`src/rtl/rv32i_pkg.sv`:
```
// rtl/rv32i_pkg.sv - shared types and constants for the memory port arbiter
package rv32i_pkg;

    typedef enum logic [1:0] {
        ARB_IDLE,
        ARB_ISSUE,
        ARB_RESP
    } arb_state_e;

    typedef enum logic {
        OWN_IF,
        OWN_LSU
    } mem_owner_e;

    localparam logic [2:0] F3_B  = 3'd0;
    localparam logic [2:0] F3_H  = 3'd1;
    localparam logic [2:0] F3_W  = 3'd2;
    localparam logic [2:0] F3_BU = 3'd4;
    localparam logic [2:0] F3_HU = 3'd5;

endpackage

```
`src/rtl/mem_lane_align.sv`:
```
// rtl/mem_lane_align.sv - byte enables, store lanes, load extraction and access checks
module mem_lane_align
    import rv32i_pkg::*;
(
    input  logic        we_i,
    input  logic [2:0]  funct3_i,
    input  logic [1:0]  off_i,
    input  logic [31:0] wdata_i,
    input  logic [31:0] rdata_i,
    output logic [3:0]  be_o,
    output logic [31:0] wdata_o,
    output logic [31:0] rdata_o,
    output logic        err_o
);

    logic [7:0]  byte_sel;
    logic [15:0] half_sel;

    // Pick the addressed byte and halfword out of the returned word
    always_comb begin
        byte_sel = rdata_i[7:0];
        case (off_i)
            2'd0:    byte_sel = rdata_i[7:0];
            2'd1:    byte_sel = rdata_i[15:8];
            2'd2:    byte_sel = rdata_i[23:16];
            default: byte_sel = rdata_i[31:24];
        endcase
        half_sel = off_i[1] ? rdata_i[31:16] : rdata_i[15:0];
    end

    // Lane enables, replicated store data and alignment/encoding checks by access size
    always_comb begin
        be_o    = 4'b1111;
        wdata_o = wdata_i;
        err_o   = 1'b0;
        case (funct3_i[1:0])
            2'd0: begin
                be_o    = 4'b0001 << off_i;
                wdata_o = {4{wdata_i[7:0]}};
            end
            2'd1: begin
                be_o    = 4'b0011 << off_i;
                wdata_o = {2{wdata_i[15:0]}};
                err_o   = off_i[0];
            end
            2'd2: begin
                be_o  = 4'b1111;
                err_o = (off_i != 2'd0);
            end
            default: err_o = 1'b1;
        endcase
        // Stores only have signed-size encodings; loads reject the unused "LWU" slot
        if (we_i && funct3_i[2]) err_o = 1'b1;
        if (!we_i && funct3_i == 3'd6) err_o = 1'b1;
    end

    // Extend the selected load data; stores return zero
    always_comb begin
        rdata_o = 32'd0;
        if (!we_i) begin
            case (funct3_i)
                F3_B:    rdata_o = {{24{byte_sel[7]}}, byte_sel};
                F3_BU:   rdata_o = {24'd0, byte_sel};
                F3_H:    rdata_o = {{16{half_sel[15]}}, half_sel};
                F3_HU:   rdata_o = {16'd0, half_sel};
                F3_W:    rdata_o = rdata_i;
                default: rdata_o = 32'd0;
            endcase
        end
    end

endmodule

```
`src/rtl/mem_port_arbiter.sv`:
```
// rtl/mem_port_arbiter.sv - fetch/load-store arbiter for a single-ported unified memory
module mem_port_arbiter
    import rv32i_pkg::*;
#(
    parameter int STARVE_LIMIT = 4
) (
    input  logic        clk,
    input  logic        rst_n,
    input  logic        if_req_i,
    input  logic [31:0] if_addr_i,
    input  logic        if_flush_i,
    output logic        if_gnt_o,
    output logic        if_rvalid_o,
    output logic [31:0] if_rdata_o,
    input  logic        lsu_req_i,
    input  logic        lsu_we_i,
    input  logic [2:0]  lsu_funct3_i,
    input  logic [31:0] lsu_addr_i,
    input  logic [31:0] lsu_wdata_i,
    output logic        lsu_gnt_o,
    output logic        lsu_rvalid_o,
    output logic [31:0] lsu_rdata_o,
    output logic        lsu_err_o,
    output logic        mem_req_o,
    output logic        mem_we_o,
    output logic [3:0]  mem_be_o,
    output logic [31:0] mem_addr_o,
    output logic [31:0] mem_wdata_o,
    input  logic        mem_gnt_i,
    input  logic        mem_rvalid_i,
    input  logic [31:0] mem_rdata_i
);

    localparam logic [3:0] LIMIT = 4'(STARVE_LIMIT);

    arb_state_e state_q, state_d;
    mem_owner_e owner_q;
    logic       we_q;
    logic [2:0] funct3_q;
    logic [31:0] addr_q;
    logic [3:0]  be_q;
    logic [31:0] wdata_q;
    logic [3:0]  starve_q, starve_d;
    logic        drop_q, drop_d;
    logic        drop_hit;
    logic        if_rvalid_q, lsu_rvalid_q, lsu_err_q;
    logic [31:0] if_rdata_q, lsu_rdata_q;

    logic        idle;
    logic        if_win, lsu_win, accept;
    logic        al_we;
    logic [2:0]  al_f3;
    logic [1:0]  al_off;
    logic [3:0]  al_be;
    logic [31:0] al_wdata, al_rdata;
    logic        al_err;

    assign idle    = (state_q == ARB_IDLE);
    assign if_win  = if_req_i && (!lsu_req_i || starve_q == LIMIT);
    assign lsu_win = lsu_req_i && !if_win;
    assign accept  = idle && (if_win || lsu_win);

    // While idle the aligner checks the incoming LSU request; afterwards it formats the response
    assign al_we  = idle ? lsu_we_i : we_q;
    assign al_f3  = idle ? lsu_funct3_i : funct3_q;
    assign al_off = idle ? lsu_addr_i[1:0] : addr_q[1:0];

    mem_lane_align u_align (
        .we_i     (al_we),
        .funct3_i (al_f3),
        .off_i    (al_off),
        .wdata_i  (lsu_wdata_i),
        .rdata_i  (mem_rdata_i),
        .be_o     (al_be),
        .wdata_o  (al_wdata),
        .rdata_o  (al_rdata),
        .err_o    (al_err)
    );

    // FSM state register
    always_ff @(posedge clk or negedge rst_n) begin
        if (!rst_n) state_q <= ARB_IDLE;
        else        state_q <= state_d;
    end

    // FSM next state; a faulty LSU request is answered straight from idle
    always_comb begin
        state_d = state_q;
        case (state_q)
            ARB_IDLE: begin
                if (if_win)                 state_d = ARB_ISSUE;
                else if (lsu_win && !al_err) state_d = ARB_ISSUE;
            end
            ARB_ISSUE: if (mem_gnt_i)    state_d = ARB_RESP;
            ARB_RESP:  if (mem_rvalid_i) state_d = ARB_IDLE;
            default:   state_d = ARB_IDLE;
        endcase
    end

    // FSM outputs; grants are masked during reset so every output reads zero
    always_comb begin
        if_gnt_o  = rst_n && idle && if_win;
        lsu_gnt_o = rst_n && idle && lsu_win;
        mem_req_o = (state_q == ARB_ISSUE);
    end

    // Starvation counter and fetch-drop flag next state
    always_comb begin
        starve_d = starve_q;
        drop_d   = drop_q;
        drop_hit = drop_q || (owner_q == OWN_IF && if_flush_i);
        case (state_q)
            ARB_IDLE: begin
                drop_d = if_win && if_flush_i;
                if (if_win)
                    starve_d = 4'd0;
                else if (lsu_win && if_req_i && starve_q != LIMIT)
                    starve_d = starve_q + 4'd1;
            end
            ARB_ISSUE: drop_d = drop_hit;
            ARB_RESP:  drop_d = mem_rvalid_i ? 1'b0 : drop_hit;
            default:   drop_d = 1'b0;
        endcase
    end

    // Counter and flag registers
    always_ff @(posedge clk or negedge rst_n) begin
        if (!rst_n) begin
            starve_q <= 4'd0;
            drop_q   <= 1'b0;
        end else begin
            starve_q <= starve_d;
            drop_q   <= drop_d;
        end
    end

    // Request capture at accept and one-cycle response pulses
    always_ff @(posedge clk or negedge rst_n) begin
        if (!rst_n) begin
            owner_q      <= OWN_IF;
            we_q         <= 1'b0;
            funct3_q     <= 3'd0;
            addr_q       <= 32'd0;
            be_q         <= 4'd0;
            wdata_q      <= 32'd0;
            if_rvalid_q  <= 1'b0;
            if_rdata_q   <= 32'd0;
            lsu_rvalid_q <= 1'b0;
            lsu_rdata_q  <= 32'd0;
            lsu_err_q    <= 1'b0;
        end else begin
            if_rvalid_q  <= 1'b0;
            lsu_rvalid_q <= 1'b0;
            lsu_err_q    <= 1'b0;
            if (accept) begin
                owner_q  <= if_win ? OWN_IF : OWN_LSU;
                we_q     <= if_win ? 1'b0 : lsu_we_i;
                funct3_q <= if_win ? F3_W : lsu_funct3_i;
                addr_q   <= if_win ? if_addr_i : lsu_addr_i;
                be_q     <= if_win ? 4'b1111 : al_be;
                wdata_q  <= if_win ? 32'd0 : al_wdata;
                if (lsu_win && al_err) begin
                    lsu_rvalid_q <= 1'b1;
                    lsu_err_q    <= 1'b1;
                    lsu_rdata_q  <= 32'd0;
                end
            end else if (state_q == ARB_RESP && mem_rvalid_i) begin
                if (owner_q == OWN_IF) begin
                    if_rvalid_q <= !drop_hit;
                    if_rdata_q  <= mem_rdata_i;
                end else begin
                    lsu_rvalid_q <= 1'b1;
                    lsu_rdata_q  <= al_rdata;
                end
            end
        end
    end

    assign if_rvalid_o  = if_rvalid_q;
    assign if_rdata_o   = if_rdata_q;
    assign lsu_rvalid_o = lsu_rvalid_q;
    assign lsu_rdata_o  = lsu_rdata_q;
    assign lsu_err_o    = lsu_err_q;
    assign mem_we_o     = we_q;
    assign mem_be_o     = be_q;
    assign mem_addr_o   = {addr_q[31:2], 2'b00};
    assign mem_wdata_o  = wdata_q;

endmodule

```
`config.mk`:
```
export PLATFORM = sky130hd
export DESIGN_NAME = mem_port_arbiter
export DESIGN_NICKNAME = d
export VERILOG_FILES = /design/src/rtl/rv32i_pkg.sv /design/src/rtl/mem_lane_align.sv /design/src/rtl/mem_port_arbiter.sv
export SDC_FILE = /design/constraint.sdc
export NUM_CORES = 1
export LEC_CHECK = 0
export CORE_MARGIN = 1.5
export CORE_UTILIZATION = 44
export DETAILED_ROUTE_END_ITERATION = 12
export PLACE_DENSITY_LB_ADDON = 0.15
export SLEW_MARGIN = 15
export SYNTH_ARGS = -nofsm -noshare
export SYNTH_HDL_FRONTEND = slang
export SYNTH_SLANG_ARGS = --single-unit
```
`constraint.sdc`:
```
create_clock -name clk -period 2.6 [get_ports clk]
set_clock_uncertainty 0.05 [all_clocks]
set_input_delay 0.26 -clock clk [delete_from_list [all_inputs] [get_ports clk]]
set_output_delay 0.26 -clock clk [all_outputs]
set_load 0.005 [all_outputs]
```
==> impl_metrics.py, run 1 <==
metrics = {
    "yosys": {
        "syn_inst": 679,
        "synth_cell_types": 49,
        "yosysWarnings": 0,
        "synth-seq-cells": 147,
        "synth_area_um2": 7020,
        "syn_area_per_cell_um2": 10.3,
        "yosysSeqAreaShare_pct": 52.4,
    },
    "die": {
        "num_rows": 46,
        "fp.dieW_um": 129,
        "dieHeight_um": 129,
        "core_um2": 15700,
        "initial_core_util_pct": 44.7,
        "die_area_um2": 16700,
        "io_pins": 278,
    },
    "critical_path": {
        "cp.arrival_ps": 2740,
        "cpMostUsedCell": "buf_4",
        "crit_chain": "buf_4, or3b_2, and3_1, o211ai_1, buf_4, a31oi_4, buf_12, a21oi_1, o21ai_1",
        "crit_family": "simple AND/OR/NAND/NOR gates",
        "reg2reg_depth": 9,
        "r2r-end": "lsu_rdata_o[26]",
        "slowest_delay_ps": 530,
        "endpoint_kind": "flip-flop",
        "cp_max_fo": 16,
        "cp-startpoint": "state_q[0]",
        "critPathKind": "flip-flop to flip-flop",
        "cp.required_ps": 2840,
        "slowest_stage": "or3b_2",
        "cp-start-kind": "flip-flop",
        "rrSetupSlack_ps": 100,
        "critPathBufInv": 3,
        "reg2reg_from": "state_q[0]",
    },
    "final_layout": {
        "multiInputGateArea_um2": 2930,
        "finalNonFillerCells": 1162,
        "area_growth_pct": 51.2,
        "antenna_cells": 0,
        "seq_area_um2": 3680,
        "post-route-util_pct": 67.6,
        "nNetsFinal": 1074,
        "fillerInstances": 1189,
        "drive_above_1_share_pct": 11.9,
    },
    "global_routing": {
        "overflow": 0,
        "grt_max_degree": 148,
        "grtUsageTotal_pct": 25.1,
        "grt_pass1_vias": 6309,
        "antenna_found_initial": 0,
        "grt_pass1_wl_um": 32400,
    },
    "sta": {
        "slew_viol_final": 0,
        "max_slew_margin_pct": 39.4,
        "setup_violations": 0,
        "max_freq_mhz": 399,
        "period_minus_slack_ps": 2500,
        "worstMarginPinSlew_ps": 904,
        "finalHoldViolCount": 0,
        "finalCritPeriodShare_pct": 96.3,
    },
    "clock_tree": {
        "tritoncts": "done",
        "clk_pin_slew_worst_paths_ps": 60,
        "cts.path.max_buffers": 2,
        "clk_latency_ps": 420,
        "cts_sinks": 147,
        "htree_levels": 4,
        "cts-root-buf": "clkbuf_16",
        "numCtsBuffers": 17,
    },
    "power": {
        "p_comb_share_pct": 46.9,
        "switching_share_pct": 34.3,
        "powerDensity_nw_per_um2": 1150,
        "irDropWorstVdd_mv": 0.552,
        "p_switching_mw": 4.20,
        "p_leak_nw": 4.44,
        "internal_power_mw": 8.04,
        "p_clk_share_pct": 21.4,
        "power_frac_seq_pct": 31.6,
    },
    "placed_design": {
        "dpl.hpwl_um": 14800,
        "place.gp.congestion": 0.841,
        "place_inst": 1124,
        "io_buffers": 275,
    },
    "min_path": {
        "holdPathStages": 3,
        "hold_path_class": "primary input to flip-flop",
        "hold_start": "if_flush_i",
        "min_to": "drop_q",
    },
    "outcome": {
        "status": "finished, final reports clean",
    },
    "detailed_routing": {
        "wl_per_cell_um": 17.7,
        "dr.pass1.iters": 5,
        "first_iter_violations": 324,
        "drc_errors": 0,
        "antenna_left": 0,
        "avgViaCountPerCell": 5.36,
        "dr_total_vias": 6227,
        "routed_wl_um": 20600,
    },
    "job": {
        "max_cap_viol_count": 0,
    },
}
==> routing by layer <==
layer	up-vias	wire length (µm)	global-route usage [%]	share of wire (%)
li1	2921	-	-	-
met1	2985	8320	30.5	40
met2	283	10100	41.7	49
met3	38	1750	8.30	8.5
met4	0	442	9.58	2.1
met5	-	0	0	0
==> sequential cells by signal, indices dropped and copies added (netlist names), 2 cells and up <==
register,flops
addr_q,32
if_rdata_o,32
lsu_rdata_o,32
mem_wdata_o,32
mem_be_o,4
starve_q,4
funct3_q,3
state_q,2
==> worst reg2reg max path: stages, from the launching register on <==
cell      delay (ps)
dfrtp_1          410
buf_4            180
or3b_2           530
and3_1           230
o211ai_1         240
buf_4            180
a31oi_4           90
buf_12           170
a21oi_1          190
o21ai_1          100
==> kinds of logic after synthesis <==
group	count (synthesis)	synth area share [%]
AO/OA/AOI/OAI	200	17.5
adder cells (fa/ha/maj)	2	0.356
buffers and inverters	83	6.59
flip-flops	147	52.4
multiplexers	90	13.4
other	1	0.0534
AND/OR/NAND/NOR	156	9.69
==> cells in the mapped netlist (all sizes together) <==
cell type	number	share of area [%]
o211ai	2	0.21
o31ai	4	0.50
dfrtp	147	52
or4	3	0.32
mux2	33	5.3
o21ai	107	7.6
nand4b	1	0.12
a31oi	4	0.66
nor4bb	1	0.14
nand2	105	5.6
or3b	1	0.12
mux2i	57	8.1
nand4	1	0.089
nand3b	1	0.11
o2111a	1	0.16
nand2b	1	0.089
nor3	1	0.071
clkbuf	34	1.8
and2	3	0.27
or2	1	0.089
conb	1	0.053
ha	2	0.36
nor2b	3	0.27
o31a	3	0.37
nor4b	2	0.25
nand3	8	0.57
buf	43	4.5
o221ai	7	0.87
nor4	1	0.089
inv	6	0.32
o22ai	9	0.80
a21o	1	0.11
o32a	3	0.43
nor2	18	0.96
o21bai	1	0.11
a21boi	2	0.21
a211oi	2	0.21
a22o	11	1.4
a21oi	28	2.0
and3	4	0.36
a221oi	15	1.9
or3	1	0.16
==> power by group through the flow <==
| stage | Combinational (mW) | Sequential [mW] | Clock (mW) |
|---|---|---|---|
| 3_5_place_dp | 5.63 | 3.90 | 0 |
| 5_1_grt | 6.28 | 4.00 | 2.76 |
| 4_1_cts | 5.68 | 3.87 | 2.67 |
| 6_report | 5.74 | 3.87 | 2.62 |
| 2_1_floorplan | 2.89 | 3.85 | 0 |
| 3_3_place_gp | 5.48 | 3.85 | 0 |
==> how the worst max path moves through the flow <==
stage	end	slack (ps)	depth (start not counted)
detailed placement	lsu_rdata_o[10]	-220	6
global placement	lsu_rdata_o[0]	-130	6
finish	lsu_rdata_o[26]	100	9
global route	lsu_rdata_o[26]	-20	9
floorplan	lsu_rdata_o[10]	230	9
CTS	lsu_gnt_o	10	7
==> cell usage in the layout, fill, tap and decap left out, drive strengths merged, types with 2 or more instances in the layout <==
master,Yosys,final
o22ai,9,9
nor4b,2,2
a211oi,2,2
o31ai,4,4
clkbuf,34,19
clkdlybuf4s50,0,274
buf,43,36
nor2,18,18
inv,6,9
o21ai,107,107
or4,3,3
and3,4,4
o221ai,7,7
a21boi,2,2
ha,2,2
clkinvlp,0,2
dfrtp,147,147
clkinv,0,4
a22o,11,11
nand2,105,105
bufinv,0,4
mux2i,57,57
a31oi,4,4
and2,3,3
nand3,8,8
o211ai,2,2
mux2,33,33
o32a,3,3
nor2b,3,3
conb,1,2
o31a,3,3
a221oi,15,15
a21oi,28,28
==> repair_timing <==
action	in CTS	in global routing
endpoints found under the hold margin	147	0
hold buffers	1	0
pin swaps	0	2
gates resized for setup	4	2
setup endpoints to repair	2	23
setup buffers	0	5
==> cell type report <==
type	instances	share of cell area, %
timing repair buffer	311	29.0
clock buffer	19	4.08
tap	216	2.55
clock inverter	13	1.87
inverter	6	0.212
sequential	147	34.7
multi-input combinational	450	27.6
==> through the flow <==
stage                     setup TNS, ps  cell area [µm²]  worst slack (ps)  total power [mW]  hold WS [ps]
after floorplan                       0             7030               233              6.75         -85.6
after global placement            -1530             9900              -135              9.33           366
after detailed placement          -3540             9900              -221              9.53           377
after CTS                             0            10600              10.0              12.2           340
after global routing              -16.8            10600             -16.8              13.0           362
final                                 0            10600              95.3              12.2           359
(Power assumes the default switching activity.)
==> inputs of run 2 (changes only) <==
--- a/config.mk
+++ b/config.mk
@@ -7,6 +7,7 @@
 export LEC_CHECK = 0
 export CORE_MARGIN = 1.5
 export CORE_UTILIZATION = 44
+export CTS_BUF_LIST = sky130_fd_sc_hd__clkbuf_16
 export DETAILED_ROUTE_END_ITERATION = 12
 export PLACE_DENSITY_LB_ADDON = 0.15
 export SLEW_MARGIN = 15
==> run 2 against run 1 <==
Worst setup slack better by 1.3 ps. Largest cell class unchanged. Global-route usage unchanged. Register-to-register slack about the same. Critical path depth down 2. Non-clock buffer count unchanged. First-iteration DRC count up 0.93%.
==> impl_metrics.py, run 2 (synthesis gave the netlist of run 1 again) <==
metrics = {
    "critical_path": {
        "critPathBufInv": 4,
        "endpoint_kind": "output port",
        "crit_cells": 7,
        "cp_max_fo": 23,
        "cp-start-kind": "flip-flop",
        "crit_family": "buffers and inverters",
        "cpMostUsedCell": "buf_4",
        "crit_chain": "buf_4, nor2_2, buf_4, nand3_2, buf_8, nor2_1, clkdlybuf4s50_1",
        "critPathKind": "flip-flop to output port",
        "rrSetupSlack_ps": 110,
        "cp.arrival_ps": 2190,
        "slowest_delay_ps": 520,
        "cp.required_ps": 2290,
        "reg2reg_depth": 9,
        "slowest_stage": "clkdlybuf4s50_1",
    },
    "clock_tree": {
        "cts.path.max_buffers": 2,
        "htree_levels": 4,
        "cts_sinks": 147,
        "clk_pin_slew_worst_paths_ps": 60,
        "numCtsBuffers": 17,
        "cts-root-buf": "clkbuf_16",
        "clk_latency_ps": 420,
        "tritoncts": "done",
    },
    "detailed_routing": {
        "drc_errors": 0,
        "antenna_left": 0,
        "wl_per_cell_um": 17.8,
        "avgViaCountPerCell": 5.35,
        "dr_total_vias": 6218,
        "dr.pass1.iters": 5,
        "routed_wl_um": 20600,
        "first_iter_violations": 327,
    },
    "die": {
        "num_rows": 46,
        "io_pins": 278,
        "dieHeight_um": 129,
        "core_um2": 15700,
        "initial_core_util_pct": 44.7,
        "fp.dieW_um": 129,
        "die_area_um2": 16700,
    },
    "global_routing": {
        "grtUsageTotal_pct": 25.1,
        "grt_pass1_vias": 6309,
        "overflow": 0,
        "grt_pass1_wl_um": 32400,
        "grt_max_degree": 148,
        "antenna_found_initial": 0,
    },
    "sta": {
        "worstMarginPinSlew_ps": 919,
        "period_minus_slack_ps": 2500,
        "slew_viol_final": 0,
        "finalHoldViolCount": 0,
        "setup_slack_ps": 96.5,
        "fin_tns_setup_ps": 0,
        "max_slew_margin_pct": 38.5,
        "finalCritPeriodShare_pct": 96.3,
        "max_freq_mhz": 399,
        "setup_violations": 0,
    },
    "power": {
        "power_frac_seq_pct": 31.6,
        "internal_power_mw": 8.03,
        "p_clk_share_pct": 21.4,
        "irDropWorstVdd_mv": 0.552,
        "powerDensity_nw_per_um2": 1150,
        "switching_share_pct": 34.4,
        "p_switching_mw": 4.20,
        "p_comb_share_pct": 47.0,
        "p_leak_nw": 4.45,
    },
    "min_path": {
        "hold_path_class": "primary input to flip-flop",
        "holdPathStages": 3,
    },
    "final_layout": {
        "drive_above_1_share_pct": 11.9,
        "layout_commonest_cell": "clkdlybuf4s50_1",
        "postLayoutCellArea_um2": 10600,
        "layout_common_cells": "clkdlybuf4s50_1, dfrtp_1, nand2_1, o21ai_0, mux2i_1",
        "post-route-util_pct": 67.6,
        "area_growth_pct": 51.2,
        "antenna_cells": 0,
        "nNetsFinal": 1074,
        "fillerInstances": 1189,
    },
    "placed_design": {
        "io_buffers": 275,
        "dpl_cell_area_um2": 9900,
        "dpl.hpwl_um": 14800,
        "pre_cts_ws_ps": -221,
        "place.gp.congestion": 0.841,
    },
    "outcome": {
        "status": "finished, final reports clean",
    },
    "job": {
        "max_cap_viol_count": 0,
    },
}
[run 2: changes by cell type in the layout (fill, tap and decap cells not counted), sizes merged]
cell	delta
clkbuf	-2
inv	+2
[run 2: per-stage QoR]
stage               cells  hold slack [ps]  total power [mW]
floorplan             680            -85.6              6.75
global placement     1124              366              9.33
detailed placement   1124              377              9.53
CTS                  1157              340              12.2
global route         1162              362              13.0
finish               1162              359              12.2
[run 2: worst reg2reg max path: cells and delay by family (launching register included)]
kind,cells,cell delay (ps)
flip-flops,1,410
buffers and inverters,3,530
AND/OR/NAND/NOR,2,760
AO/OA/AOI/OAI,4,610
[run 2: cell type report]
| type | instances | area, µm² | area share [%] |
|---|---|---|---|
| Multi-Input combinational cell | 450 | 2930 | 27.6 |
| Timing Repair Buffer | 311 | 3080 | 29.0 |
| Clock inverter | 15 | 206 | 1.94 |
| Tap cell | 216 | 270 | 2.55 |
| Inverter | 6 | 22.5 | 0.212 |
| Clock buffer | 17 | 425 | 4.01 |
| Sequential cell | 147 | 3680 | 34.7 |
[run 2: timing repair]
item / CTS / global route
gates cloned: 0 / 0
endpoints found under the hold margin: 147 / 0
pin swaps: 0 / 2
gates resized for setup: 4 / 2
buffers inserted: 0 / 5
hold buffers: 1 / 0
endpoints found under the setup margin: 2 / 23
[run 2: worst paths after layout]
path                            start              end
min                        if_flush_i           drop_q
min reg2reg                    drop_q      if_rvalid_o
max                        state_q[0]        lsu_gnt_o
max in group asynchronous       rst_n       addr_q[17]
min in group asynchronous       rst_n       addr_q[31]
max reg2reg                state_q[0]  lsu_rdata_o[26]
[run 2: per-layer routing]
layer / global-route usage [%] / vias up / share of wire (%)
met2: 41.7 / 270 / 49
li1: - / 2919 / -
met3: 8.30 / 38 / 8.5
met5: 0 / - / 0
met1: 30.5 / 2991 / 40
met4: 9.58 / 0 / 2.1
[run 2: power groups by stage]
stage                     combinational [mW]  clock, mW  sequential, mW
after floorplan                         2.89          0            3.85
after global placement                  5.48          0            3.85
after detailed placement                5.63          0            3.90
after CTS                               5.68       2.66            3.87
after global routing                    6.28       2.75            4.00
final                                   5.75       2.62            3.87
==> inputs of run 3 (changes only) <==
--- a/config.mk
+++ b/config.mk
@@ -8,6 +8,7 @@
 export CORE_MARGIN = 1.5
 export CORE_UTILIZATION = 44
 export CTS_BUF_LIST = sky130_fd_sc_hd__clkbuf_16
+export CTS_CLUSTER_SIZE = 12
 export DETAILED_ROUTE_END_ITERATION = 12
 export PLACE_DENSITY_LB_ADDON = 0.15
 export SLEW_MARGIN = 15
==> results of run 3 <==
No change in the layout: final DEF, timing and power equal those of run 2.
